### config.mk
export PLATFORM = sky130hd
export DESIGN_NAME = reg_fifo_flat
export DESIGN_NICKNAME = d
export VERILOG_FILES = /design/src/rtl/reg_fifo_if.sv /design/src/rtl/reg_fifo.sv /design/src/flat_wrapper.sv
export SDC_FILE = /design/constraint.sdc
export NUM_CORES = 1
export LEC_CHECK = 0
export ABC_AREA = 1
export BUFFER_PORTS_ARGS = -buffer_cell sky130_fd_sc_hd__buf_2
export CORE_MARGIN = 3
export CORE_UTILIZATION = 32
export DETAILED_ROUTE_END_ITERATION = 8
export GPL_TIMING_DRIVEN = 0
export PLACE_DENSITY = 0.52
export SETUP_SLACK_MARGIN = 0.1
export SLEW_MARGIN = 10
export SYNTH_ARGS = -nofsm -noshare
export SYNTH_HDL_FRONTEND = slang
export SYNTH_SLANG_ARGS = --single-unit
### constraint.sdc
create_clock -name clk -period 1.7 [get_ports clk]
set_clock_uncertainty 0.2 [all_clocks]
set_input_delay 0.085 -clock clk [delete_from_list [all_inputs] [get_ports clk]]
set_output_delay 0.085 -clock clk [all_outputs]
set_load 0.005 [all_outputs]
### src/rtl/reg_fifo_if.sv
// reg_fifo_if: ready/valid write and read channels plus occupancy status.
// slave is the FIFO side, master is the upstream/consumer side.
interface reg_fifo_if #(
    parameter int WIDTH = 4,
    parameter int DEPTH = 4
);
    localparam int AW = $clog2(DEPTH);

    logic [WIDTH-1:0] in_data;
    logic             in_valid;
    logic             in_ready;
    logic [WIDTH-1:0] out_data;
    logic             out_valid;
    logic             out_ready;
    logic [AW:0]      count;
    logic             full;
    logic             empty;

    modport slave (
        input  in_data,
        input  in_valid,
        output in_ready,
        output out_data,
        output out_valid,
        input  out_ready,
        output count,
        output full,
        output empty
    );

    modport master (
        output in_data,
        output in_valid,
        input  in_ready,
        input  out_data,
        input  out_valid,
        output out_ready,
        input  count,
        input  full,
        input  empty
    );
endinterface

### src/rtl/reg_fifo.sv
// reg_fifo: DEPTH x WIDTH ready/valid FIFO behind the register-primitive stage.
// REG_FIFO_FALLTHROUGH_EN: an empty FIFO presents in_data combinationally.
module reg_fifo #(
    parameter int WIDTH = 4,
    parameter int DEPTH = 4,
    localparam int AW = $clog2(DEPTH)
) (
    input logic       clk,
    input logic       reset_n,
    reg_fifo_if.slave bus
);
    localparam logic [AW:0]   CNT_FULL = (AW+1)'(DEPTH);
    localparam logic [AW:0]   CNT_ONE  = (AW+1)'(1);
    localparam logic [AW-1:0] PTR_ONE  = AW'(1);

    logic [WIDTH-1:0] mem [DEPTH];
    logic [AW-1:0]    wr_ptr;
    logic [AW-1:0]    rd_ptr;
    logic [AW:0]      cnt;
    logic             full_w;
    logic             empty_w;
    logic             push;
    logic             pop;
    logic             wr_en;
    logic             rd_en;

    assign full_w = (cnt == CNT_FULL);
    assign empty_w = (cnt == '0);

    assign bus.count = cnt;
    assign bus.full = full_w;
    assign bus.empty = empty_w;
    assign bus.in_ready = !full_w;

    assign push = bus.in_valid & bus.in_ready;
    assign pop = bus.out_valid & bus.out_ready;

`ifdef REG_FIFO_FALLTHROUGH_EN
    logic bypass;

    // A word taken straight through never touches storage.
    assign bypass = empty_w & bus.in_valid & bus.out_ready;
    assign bus.out_valid = !empty_w | bus.in_valid;
    assign wr_en = push & !bypass;
    assign rd_en = pop & !empty_w;

    always_comb begin
        bus.out_data = '0;
        if (!empty_w)
            bus.out_data = mem[rd_ptr];
        else if (bus.in_valid)
            bus.out_data = bus.in_data;
    end
`else
    assign bus.out_valid = !empty_w;
    assign wr_en = push;
    assign rd_en = pop;
    assign bus.out_data = empty_w ? '0 : mem[rd_ptr];
`endif

    // Storage is never cleared; out_data is gated while empty.
    always_ff @(posedge clk) begin
        if (reset_n && wr_en)
            mem[wr_ptr] <= bus.in_data;
    end

    always_ff @(posedge clk) begin
        if (!reset_n) begin
            wr_ptr <= '0;
            rd_ptr <= '0;
            cnt <= '0;
        end else begin
            if (wr_en)
                wr_ptr <= wr_ptr + PTR_ONE;
            if (rd_en)
                rd_ptr <= rd_ptr + PTR_ONE;
            case ({wr_en, rd_en})
                2'b10:   cnt <= cnt + CNT_ONE;
                2'b01:   cnt <= cnt - CNT_ONE;
                default: cnt <= cnt;
            endcase
        end
    end
endmodule
### src/flat_wrapper.sv
// flat-port wrapper written by rule: the top's interface ports become plain ports
module reg_fifo_flat 
#(
    parameter int WIDTH = 4,
    parameter int DEPTH = 4,
    localparam int AW = $clog2(DEPTH)
)
  (clk, reset_n, bus_in_data, bus_in_valid, bus_in_ready, bus_out_data, bus_out_valid, bus_out_ready, bus_count, bus_full, bus_empty);
  reg_fifo_if #(.WIDTH(WIDTH), .DEPTH(DEPTH)) bus_i ();
  input logic clk;
  input logic reset_n;
  input wire logic [$bits(bus_i.in_data)-1:0] bus_in_data;
  input wire logic [$bits(bus_i.in_valid)-1:0] bus_in_valid;
  output wire logic [$bits(bus_i.in_ready)-1:0] bus_in_ready;
  output wire logic [$bits(bus_i.out_data)-1:0] bus_out_data;
  output wire logic [$bits(bus_i.out_valid)-1:0] bus_out_valid;
  input wire logic [$bits(bus_i.out_ready)-1:0] bus_out_ready;
  output wire logic [$bits(bus_i.count)-1:0] bus_count;
  output wire logic [$bits(bus_i.full)-1:0] bus_full;
  output wire logic [$bits(bus_i.empty)-1:0] bus_empty;
  assign bus_i.in_data = bus_in_data;
  assign bus_i.in_valid = bus_in_valid;
  assign bus_in_ready = bus_i.in_ready;
  assign bus_out_data = bus_i.out_data;
  assign bus_out_valid = bus_i.out_valid;
  assign bus_i.out_ready = bus_out_ready;
  assign bus_count = bus_i.count;
  assign bus_full = bus_i.full;
  assign bus_empty = bus_i.empty;
  reg_fifo #(.WIDTH(WIDTH), .DEPTH(DEPTH)) u_core (.clk(clk), .reset_n(reset_n), .bus(bus_i));
endmodule
==> results.sh, run 1 <==
export IMPL_path_class="reg -> reg"
export IMPL_synth_top_family_by_area="simple AND/OR/NAND/NOR gates"
export IMPL_place_gp_congestion=0.713
export IMPL_async_reset_ff_share_pct=0
export IMPL_yosys_cell_types_count=16
export IMPL_all_layer_global_routing_usage_pct=11.1
export IMPL_number_of_enable_type_register_cells_in_the_synthesized_netlist=16
export IMPL_postSynthRegisterBits=25
export IMPL_via_per_inst=4.32
export IMPL_power_share_clock_pct=11.6
export IMPL_p_per_area_nw_per_um2=1330
export IMPL_drv_max_cap_violation_count=0
export IMPL_crit_required_ns=1.72
export IMPL_synth_xor_area_share_pct=0
export IMPL_synthMostInstantiatedCell="sky130_fd_sc_hd__nand2_1"
export IMPL_area_enclosed_by_the_die_boundary_sq_um=4350
export IMPL_placementRows=21
export IMPL_nets=178
export IMPL_cts_inserted_buffers=3
export IMPL_leading_area_contributor_after_synthesis="sky130_fd_sc_hd__edfxtp_1"
export IMPL_setup_total_negative_slack_ns=-0.120
export IMPL_multiplexer_fraction_of_the_synthesized_cell_area_pct=0
export IMPL_synth_cell_area_sq_um=1150
export IMPL_p_sw_share_pct=37.8
export IMPL_setup_violations=2
export IMPL_worstPathMaxFanout=3
export IMPL_wirelength_um=2320
export IMPL_die_width_um=65.9
export IMPL_avgSynthCellArea_sq_um=9.50
export IMPL_critical_path_slowest_cell="sky130_fd_sc_hd__dfxtp_4"
export IMPL_power_internal_uw=1360
export IMPL_share_of_the_synthesized_area_in_compound_gates_ao_oa_aoi_oai_pct=6.96
export IMPL_post_synth_main_area_contributors="sky130_fd_sc_hd__edfxtp_1, sky130_fd_sc_hd__dfxtp_1, sky130_fd_sc_hd__nand2_1"
export IMPL_slew_headroom_pct=81.7
export IMPL_post_route_drc_count=0
export IMPL_seq_area_frac_synth_pct=57.5
export IMPL_vias=903
export IMPL_vdd_ir_drop_max_mv=0.719
export IMPL_detailedPlacementHpwl_um=1560
export IMPL_layout_min_cycle_time_ns=1.80
export IMPL_ant_nets=0
export IMPL_post_route_period_util_pct=106
export IMPL_post_route_util_pct=48.8
export IMPL_finalHoldViolCount=0
export IMPL_die_y_um=65.9
export IMPL_critPathLaunchType="register"
export IMPL_number_of_global_route_vias_before_repair=836
export IMPL_clkSinkCount=25
export IMPL_synthSimpleGateAreaFrac_pct=21.0
export IMPL_synth_fa_ha_area_share_pct=7.18
export IMPL_filler_cell_count=314
export IMPL_min_delay_path_class="in -> reg"
export IMPL_slowest_delay_ns=0.39
export IMPL_avgRoutedWirePerCell_um=11.1
export IMPL_cts_tree="done"
export IMPL_rsz0062_at_grt="yes"
export IMPL_final_max_slew_violation_count=0
export IMPL_cells_along_the_critical_path="inv_4, nand3_4, inv_4, nor2_4, ha_4, inv_4, fa_2, inv_2, nand2_2, nand3_2, nand2_1, inv_1, nor2_1"
export IMPL_cp_data_arrival_time_ns=1.82
export IMPL_leakage_component_of_the_power_uw=0.000702
export IMPL_path_clk_slew_ns=0.13
export IMPL_clk_root_buffer_cell="sky130_fd_sc_hd__clkbuf_4"
export IMPL_initial_utilization_pct=33.9
export IMPL_drt_iter0_markers=20
export IMPL_number_of_diodes_added_for_antenna_fixing=0
export IMPL_synthCells=121
export IMPL_design_portCount=19
export IMPL_outcome="finished with violations"
export IMPL_power_share_sequential_pct=36.5
export IMPL_first_pass_iters=3
export IMPL_antenna_found_initial=0
export IMPL_pwr_share_comb_pct=51.9
export IMPL_grt_start_max_net_pins=14
export IMPL_net_switching_power_uw=830
export IMPL_dominantRegCellSynth="sky130_fd_sc_hd__edfxtp_1"
export IMPL_achievable_freq_ghz=0.556
export IMPL_crit_path_frequent_cell="sky130_fd_sc_hd__inv_4"
export IMPL_grt_first_pass_wirelength_um=3640
export IMPL_synth_yosys_warnings=0
export IMPL_port_buffers=18
export IMPL_remaining_global_route_overflow=0
export IMPL_coreArea_sq_um=3390
export IMPL_syn_to_final_growth_pct=43.9
export IMPL_htree_levels=1
export IMPL_cts_buffer_depth=2
export IMPL_timing_critical_path_to_type="register"
export IMPL_postLayoutSetupSlackWorst_ns=-0.0974
export IMPL_clk_insertion_delay_late_ns=0.30
export IMPL_violations="negative setup slack"
export IMPL_postSynthNetCount=135
export IMPL_max_slew_worst_pin_slew_ns=0.274
export IMPL_synth_top_area_share_pct=41.8
export IMPL_yosys_top_cells_count="sky130_fd_sc_hd__nand2_1, sky130_fd_sc_hd__nor2_1, sky130_fd_sc_hd__edfxtp_1"
export IMPL_share_of_final_layout_standard_cells_stronger_than_drive_strength_1_pct=44.2
power groups by stage:
| stage | Combinational, uW | Sequential [uW] | Clock [uW] |
|---|---|---|---|
| 2_1_floorplan | 497 | 807 | 0 |
| 3_3_place_gp | 733 | 808 | 0 |
| 3_5_place_dp | 751 | 811 | 0 |
| 4_1_cts | 982 | 795 | 264 |
| 5_1_grt | 1260 | 811 | 286 |
| 6_report | 1140 | 800 | 255 |
timing repair:
item | in CTS | in global routing
buffers inserted | 9 | 4
resized for setup | 17 | 31
hold buffers | 6 | 1
pin swaps | 6 | 22
hold endpoints to repair | 25 | 2
gates cloned | 1 | 0
endpoints found under the setup margin | 17 | 17
metal layers:
layer  vias to the layer above  wire length, um  GRT usage (%)
li1                        474                -              -
met1                       412             1030           13.1
met2                        15             1190           19.4
met3                         2               88           2.21
met4                         0               16           4.57
met5                         -                0              0
final timing paths:
path	start	end	slack, ns	depth (start not counted)
setup / recovery	u_core.bus.count[2]	u_core.bus.count[2]	-0.1	13
hold / removal	bus_out_ready	register	0.01	6
setup reg to reg	u_core.bus.count[2]	u_core.bus.count[2]	-0.1	13
hold reg to reg	u_core.rd_ptr[0]	u_core.rd_ptr[0]	0.31	2
logic make-up (layout without fill, tap and decap cells):
logic type                 Yosys count  count (layout)
AOI/OAI and AO/OA                   16              16
adders and majority gates            6               6
buffers and inverters               20              62
DFF                                 25              25
and+or+nand+nor                     54              54
metrics by stage:
step                      total power [uW]  setup WS (ns)  hold slack, ns  area, sq um  cells
after CTS                             2040         -0.119         -0.0792         1530    205
after global routing                  2360         -0.183          0.0329         1650    209
final                                 2190        -0.0974          0.0131         1650    209
after floorplan                       1300        -0.0803         -0.0161         1170    121
after global placement                1540         -0.193           0.103         1310    185
after detailed placement              1560         -0.201           0.108         1310    185
sequential cells by signal, indices dropped and copies added (netlist names), named ones only:
name,count
u_core.wr_ptr,2
u_core.mem,16
u_core.bus.count,3
u_core.rd_ptr,2
cell usage in the layout, fill, tap and decap left out, drive strengths merged, types with 5 or more instances in the layout:
| master | count |
|---|---|
| buf | 32 |
| nand2 | 27 |
| nor2 | 19 |
| inv | 18 |
| edfxtp | 16 |
| a21oi | 10 |
| dfxtp | 9 |
| dlygate4sd3 | 7 |
| o21ai | 6 |
| nand3 | 6 |
| ha | 5 |
area by class of cell:
| type | instances | area [sq um] | area share, % |
|---|---|---|---|
| Sequential cell | 25 | 668 | 40.4 |
| Inverter | 19 | 93.8 | 5.67 |
| Tap cell | 46 | 57.6 | 3.48 |
| Multi-Input combinational cell | 76 | 524 | 31.7 |
| Timing Repair Buffer | 38 | 269 | 16.3 |
| Clock buffer | 4 | 26.3 | 1.59 |
| Buffer | 1 | 15.0 | 0.908 |
critical path: cells and delay by family, from the launching register on:
kind                       cells  cell delay [ns]
adders and majority gates      2             0.50
DFF                            1             0.39
and+or+nand+nor                6             0.39
buffers and inverters          5             0.21
Power figures use the tool's default switching activity.
==> inputs of run 2 (changes only) <==
--- a/config.mk
+++ b/config.mk
@@ -5,7 +5,6 @@
 export SDC_FILE = /design/constraint.sdc
 export NUM_CORES = 1
 export LEC_CHECK = 0
-export ABC_AREA = 1
 export BUFFER_PORTS_ARGS = -buffer_cell sky130_fd_sc_hd__buf_2
 export CORE_MARGIN = 3
 export CORE_UTILIZATION = 32
==> run 2 against run 1 <==
Compared with the run above: the flow still finishes with violations (negative setup slack); utilization is 3.1 points lower; final cell count fell by 24%; combinational power fell by 25%; highest routed layer unchanged; sequential share of layout area is 6.2 points higher; critical endpoint unchanged.
==> results.sh, run 2 <==
export IMPL_leading_cell_types_in_the_layout_fill_and_taps_excluded="sky130_fd_sc_hd__buf_2, sky130_fd_sc_hd__edfxtp_1, sky130_fd_sc_hd__nand2_1, sky130_fd_sc_hd__dlygate4sd3_1, sky130_fd_sc_hd__buf_4"
export IMPL_final_area_sq_um=1450
export IMPL_share_of_final_layout_standard_cells_stronger_than_drive_strength_1_pct=46.1
export IMPL_clk_root_buffer_cell="sky130_fd_sc_hd__clkbuf_4"
export IMPL_critPathLaunch="u_core.bus.count[0]"
export IMPL_coreArea_sq_um=3180
export IMPL_timing_critical_path_to="u_core.bus.count[2]"
export IMPL_via_per_inst=4.43
export IMPL_violations="negative setup slack"
export IMPL_largest_register="u_core.mem"
export IMPL_final_max_slew_violation_count=0
export IMPL_initial_utilization_pct=35.0
export IMPL_clkSinkCount=25
export IMPL_drv_max_cap_violation_count=0
export IMPL_synthCells=80
export IMPL_remaining_global_route_overflow=0
export IMPL_crit_required_ns=1.75
export IMPL_avgSynthCellArea_sq_um=13.9
export IMPL_min_delay_path_class="in -> reg"
export IMPL_leakage_component_of_the_power_uw=0.000570
export IMPL_slew_headroom_pct=76.0
export IMPL_grt_first_pass_wirelength_um=3180
export IMPL_number_of_enable_type_register_cells_in_the_synthesized_netlist=16
export IMPL_drt_iter0_markers=25
export IMPL_setup_total_negative_slack_ns=-0.879
export IMPL_critPathLaunchType="register"
export IMPL_htree_levels=1
export IMPL_clk_insertion_delay_late_ns=0.31
export IMPL_path_class="reg -> reg"
export IMPL_cells_along_the_critical_path="inv_4, nand3_4, inv_2, nor2b_2, buf_6, inv_4, ha_4, inv_2, fa_2, xor2_1, or3_1, a21boi_1"
export IMPL_filler_cell_count=307
export IMPL_multi_input_area_sq_um=434
export IMPL_ant_nets=0
export IMPL_avgRoutedWirePerCell_um=12.5
export IMPL_layout_cells_most_common="sky130_fd_sc_hd__buf_2"
export IMPL_synth_yosys_warnings=0
export IMPL_postSynthRegisterBits=25
export IMPL_dominantRegCellSynth="sky130_fd_sc_hd__edfxtp_1"
export IMPL_regToRegEndpoint="u_core.bus.count[2]"
export IMPL_cts_buffer_depth=2
export IMPL_rsz0062_at_grt="yes"
export IMPL_outcome="finished with violations"
export IMPL_grt_start_max_net_pins=15
export IMPL_syn_to_final_growth_pct=30.3
export IMPL_leading_area_contributor_after_synthesis="sky130_fd_sc_hd__edfxtp_1"
export IMPL_slowest_delay_ns=0.39
export IMPL_p_per_area_nw_per_um2=1360
export IMPL_r2r_cells=12
export IMPL_all_layer_global_routing_usage_pct=10.2
export IMPL_sequential_standard_cell_area_sq_um=676
export IMPL_cts_inserted_buffers=3
export IMPL_max_slew_worst_pin_slew_ns=0.360
export IMPL_layout_min_cycle_time_ns=2.12
export IMPL_post_route_drc_count=0
export IMPL_first_pass_iters=4
export IMPL_critical_path_slowest_cell="sky130_fd_sc_hd__dfxtp_4"
export IMPL_cts_tree="done"
export IMPL_setup_violations=6
export IMPL_detailedPlacementHpwl_um=1390
export IMPL_post_synth_main_area_contributors="sky130_fd_sc_hd__edfxtp_1, sky130_fd_sc_hd__dfxtp_1, sky130_fd_sc_hd__ha_1"
export IMPL_design_portCount=19
export IMPL_postSynthNetCount=94
export IMPL_place_gp_congestion=0.653
export IMPL_async_reset_ff_share_pct=0
export IMPL_synthMostInstantiatedCell="sky130_fd_sc_hd__edfxtp_1"
export IMPL_path_clk_slew_ns=0.13
export IMPL_die_y_um=65.0
export IMPL_port_buffers=18
export IMPL_finalHoldViolCount=0
export IMPL_rr_startpoint="u_core.bus.count[0]"
export IMPL_largest_register_ffs=16
export IMPL_achievable_freq_ghz=0.471
export IMPL_postLayoutSetupSlackWorst_ns=-0.422
export IMPL_yosys_cell_types_count=25
export IMPL_number_of_diodes_added_for_antenna_fixing=0
export IMPL_vias=704
export IMPL_cp_data_arrival_time_ns=2.17
export IMPL_synth_top_area_share_pct=43.1
export IMPL_synth_cell_area_sq_um=1110
export IMPL_post_route_period_util_pct=125
export IMPL_wirelength_um=1990
export IMPL_vdd_ir_drop_max_mv=0.389
export IMPL_seq_area_frac_synth_pct=59.3
export IMPL_placedInstanceArea_sq_um=1300
export IMPL_area_enclosed_by_the_die_boundary_sq_um=4220
export IMPL_reg2reg_setup_slack_ns=-0.42
export IMPL_antenna_found_initial=0
export IMPL_placementRows=20
export IMPL_number_of_global_route_vias_before_repair=678
export IMPL_yosys_top_cells_count="sky130_fd_sc_hd__edfxtp_1, sky130_fd_sc_hd__dfxtp_1, sky130_fd_sc_hd__inv_1, sky130_fd_sc_hd__nand2_1"
export IMPL_die_width_um=65.0
export IMPL_timing_critical_path_to_type="register"
export IMPL_nets=130
export IMPL_worstPathMaxFanout=4
run 2: through the flow:
step | power, uW | utilization, % | setup WS, ns | hold slack [ns] | instances
after floorplan | 1320 | - | -0.371 | -0.0161 | 80
after global placement | 1560 | 40.8 | -0.427 | 0.0994 | 142
after detailed placement | 1580 | 40.8 | -0.450 | 0.112 | 142
after CTS | 1970 | 45.1 | -0.413 | -0.00698 | 157
after global routing | 2130 | 45.7 | -0.520 | 0.00324 | 159
final | 1980 | 45.7 | -0.422 | 0.00748 | 159
run 2: area by class of cell:
cell class / instances / share of cell area, %
flip-flops and latches: 25 / 46.6
clock buffers: 3 / 1.55
multi-input cells: 45 / 29.9
inverters: 8 / 2.59
well taps: 44 / 3.79
plain buffers: 2 / 1.03
clock inverters: 1 / 0.345
repair buffers: 31 / 14.2
run 2: power by group:
group | total [uW] | switching (uW) | internal (uW)
sequential | 869 | 111 | 758
clock | 256 | 168 | 87.9
combinational | 852 | 372 | 481
total | 1980 | 651 | 1330
run 2: cells by family (layout without fill, tap and decap cells):
family                   count (synthesis)  after routing  share of synthesized area, %
AND/OR/NAND/NOR                         24             24                          13.8
AO/OA/AOI/OAI                            7              7                          3.60
XOR/XNOR                                 2              2                          1.57
buffers and inverters                   10             45                          3.71
flip-flops                              25             25                          59.3
multiplexers                             6              6                          10.6
adder cells (fa/ha/maj)                  6              6                          7.42
run 2: worst min path at each step:
stage | cells past startpoint | end | startpoint | slack, ns
after floorplan | 0 | u_core.mem[0][0] | bus_in_data[0] | -0.02
after global placement | 1 | u_core.mem[3][0] | bus_in_data[0] | 0.1
after detailed placement | 1 | u_core.mem[0][1] | bus_in_data[1] | 0.11
after CTS | 3 | register | bus_out_ready | -0.007
after global routing | 3 | register | bus_out_ready | 0.003
final | 3 | register | bus_out_ready | 0.007
run 2: metal layers:
metal | global-route usage (%) | wire, um | vias to the layer above
li1 | - | - | 354
met1 | 13.0 | 958 | 339
met2 | 16.7 | 940 | 9
met3 | 2.25 | 71 | 2
met4 | 3.96 | 14 | 0
met5 | 0 | 0 | -
run 2: critical path: cells and delay by family (launching register included):
family / cells / cell delay (ns)
DFF: 1 / 0.39
AOI/OAI and AO/OA: 1 / 0.12
xor gates and xnor gates: 1 / 0.16
and+or+nand+nor: 3 / 0.42
buffers and inverters: 5 / 0.31
adders and majority gates: 2 / 0.45
run 2: repair_timing:
| item | CTS | global route |
|---|---|---|
| endpoints found under the setup margin | 25 | 25 |
| setup buffers | 5 | 2 |
| endpoints found under the hold margin | 22 | 0 |
| hold buffers | 6 | 0 |
| pin swaps | 2 | 2 |
| gates resized for setup | 12 | 1 |
==> inputs of run 3 (changes only) <==
--- a/config.mk
+++ b/config.mk
@@ -7,11 +7,12 @@
 export LEC_CHECK = 0
 export BUFFER_PORTS_ARGS = -buffer_cell sky130_fd_sc_hd__buf_2
 export CORE_MARGIN = 3
-export CORE_UTILIZATION = 32
+export CORE_UTILIZATION = 48
 export DETAILED_ROUTE_END_ITERATION = 8
 export GPL_TIMING_DRIVEN = 0
-export PLACE_DENSITY = 0.52
+export PLACE_DENSITY = 0.73
 export SETUP_SLACK_MARGIN = 0.1
+export SKIP_LAST_GASP = 1
 export SLEW_MARGIN = 10
 export SYNTH_ARGS = -nofsm -noshare
 export SYNTH_HDL_FRONTEND = slang
==> run 3 against run 2 <==
Compared with the run above: the flow still finishes with violations (negative setup slack); count of clock-buffer cells in the layout stayed put; routed wire length is 22% higher; hold slack better by 0.15 ns; clock power is 2% higher; sequential share of layout area is 3.8 points lower; largest power group is now combinational logic; highest routed layer is now met3.
==> results.sh, run 3 (same netlist as run 2, synthesis figures left out) <==
export IMPL_cts_inserted_buffers=3
export IMPL_drt_iter0_markers=22
export IMPL_cp_data_arrival_time_ns=2.19
export IMPL_avgRoutedWirePerCell_um=16.0
export IMPL_filler_cell_count=141
export IMPL_coreArea_sq_um=2080
export IMPL_critPathLaunchType="register"
export IMPL_grt_start_max_net_pins=15
export IMPL_postLayoutSetupSlackWorst_ns=-0.438
export IMPL_via_per_inst=5.20
export IMPL_crit_required_ns=1.76
export IMPL_largest_register="u_core.mem"
export IMPL_syn_to_final_growth_pct=41.2
export IMPL_leading_cell_types_in_the_layout_fill_and_taps_excluded="sky130_fd_sc_hd__buf_2, sky130_fd_sc_hd__edfxtp_1, sky130_fd_sc_hd__buf_4, sky130_fd_sc_hd__buf_6, sky130_fd_sc_hd__nand2_1"
export IMPL_all_layer_global_routing_usage_pct=16.7
export IMPL_report_power_total_uw=2470
export IMPL_multi_input_area_sq_um=458
export IMPL_p_per_area_nw_per_um2=1570
export IMPL_first_pass_iters=4
export IMPL_cts_tree="done"
export IMPL_achievable_freq_ghz=0.468
export IMPL_post_route_drc_count=0
export IMPL_slew_headroom_pct=84.7
export IMPL_ant_nets=0
export IMPL_wirelength_um=2420
export IMPL_number_of_global_route_vias_before_repair=746
export IMPL_remaining_global_route_overflow=0
export IMPL_worstPathMaxFanout=5
export IMPL_place_gp_congestion=0.681
export IMPL_final_max_slew_violation_count=0
export IMPL_die_y_um=54.2
export IMPL_initial_utilization_pct=53.5
export IMPL_clk_insertion_delay_late_ns=0.31
export IMPL_share_of_final_layout_standard_cells_stronger_than_drive_strength_1_pct=53.2
export IMPL_violations="negative setup slack"
export IMPL_leakage_component_of_the_power_uw=0.000643
export IMPL_path_class="reg -> reg"
export IMPL_finalHoldViolCount=0
export IMPL_outcome="finished with violations"
export IMPL_setup_violations=11
export IMPL_post_route_period_util_pct=126
export IMPL_antenna_found_initial=0
export IMPL_drv_max_cap_violation_count=0
export IMPL_sequential_standard_cell_area_sq_um=673
export IMPL_rsz0062_at_grt="yes"
export IMPL_timing_critical_path_to_type="register"
export IMPL_vdd_ir_drop_max_mv=1.11
export IMPL_placedInstanceArea_sq_um=1270
export IMPL_path_clk_slew_ns=0.14
export IMPL_final_area_sq_um=1570
export IMPL_design_portCount=19
export IMPL_area_enclosed_by_the_die_boundary_sq_um=2930
export IMPL_htree_levels=1
export IMPL_die_width_um=54.2
export IMPL_max_slew_worst_pin_slew_ns=0.229
export IMPL_nets=139
export IMPL_clkSinkCount=25
export IMPL_port_buffers=18
export IMPL_number_of_diodes_added_for_antenna_fixing=0
export IMPL_grt_first_pass_wirelength_um=3440
export IMPL_min_delay_path_class="in -> reg"
export IMPL_detailedPlacementHpwl_um=1370
export IMPL_largest_register_ffs=16
export IMPL_clk_root_buffer_cell="sky130_fd_sc_hd__clkbuf_4"
export IMPL_placementRows=16
export IMPL_cts_buffer_depth=2
export IMPL_layout_min_cycle_time_ns=2.14
export IMPL_vias=785
==> run 3: metal layers <==
layer | vias up | share of wire (%) | global-route usage [%]
met5 | - | 0 | 0
met4 | 0 | 0 | 1.24
met3 | 0 | 5.5 | 3.88
met2 | 28 | 54 | 27.1
met1 | 388 | 40 | 23.9
li1 | 369 | - | -
==> run 3: report_power, final <==
group,switching [uW],total (uW),internal (uW)
registers,108,863,755
logic,531,1350,817
clock network,172,260,87.9
==> run 3: layout make-up <==
type | instances | area share (%)
multi-input cells | 45 | 29.1
inverters | 8 | 2.39
flip-flops and latches | 25 | 42.8
clock inverters | 1 | 0.318
plain buffers | 2 | 1.03
repair buffers | 40 | 20.8
clock buffers | 3 | 1.43
well taps | 27 | 2.15
==> run 3: worst max-delay path: stages, from the launching register on <==
cell and delay (ns):
sky130_fd_sc_hd__dfxtp_2 0.43, sky130_fd_sc_hd__nand3_4 0.10, sky130_fd_sc_hd__inv_2 0.06, sky130_fd_sc_hd__nor2b_2 0.04
sky130_fd_sc_hd__buf_6 0.12, sky130_fd_sc_hd__inv_4 0.05, sky130_fd_sc_hd__ha_4 0.12, sky130_fd_sc_hd__inv_2 0.03
sky130_fd_sc_hd__fa_2 0.32, sky130_fd_sc_hd__xor2_1 0.16, sky130_fd_sc_hd__or3_1 0.33, sky130_fd_sc_hd__a21boi_1 0.12
==> run 3: repair_timing <==
action                                  4_1_cts  5_1_grt
resized for setup                            12       17
setup buffers                                 8        7
endpoints found under the hold margin        22        0
endpoints found under the setup margin       23       25
pin swaps                                     3        4
cloned                                        0        1
hold buffers                                  6        0
==> run 3: stage by stage <==
stage	hold slack, ns	TNS (ns)	cells	utilization (%)	setup WS, ns
global placement	0.0982	-0.770	125	61.2	-0.411
detailed placement	0.105	-0.904	125	61.2	-0.455
finish	0.160	-1.21	151	75.5	-0.438
CTS	0.0764	-0.924	143	69.0	-0.410
floorplan	-0.0161	-0.605	80	-	-0.371
global route	0.165	-1.86	151	75.5	-0.503
==> run 3: worst paths after layout <==
kind,startpoint,endpoint,slack (ns),cells past startpoint
worst max-delay path,u_core.bus.count[2],u_core.bus.count[2],-0.44,11
worst min-delay path,bus_out_ready,register,0.16,5
worst max register to register,u_core.bus.count[2],u_core.bus.count[2],-0.44,11
worst min register to register,u_core.wr_ptr[1],u_core.wr_ptr[1],0.31,2
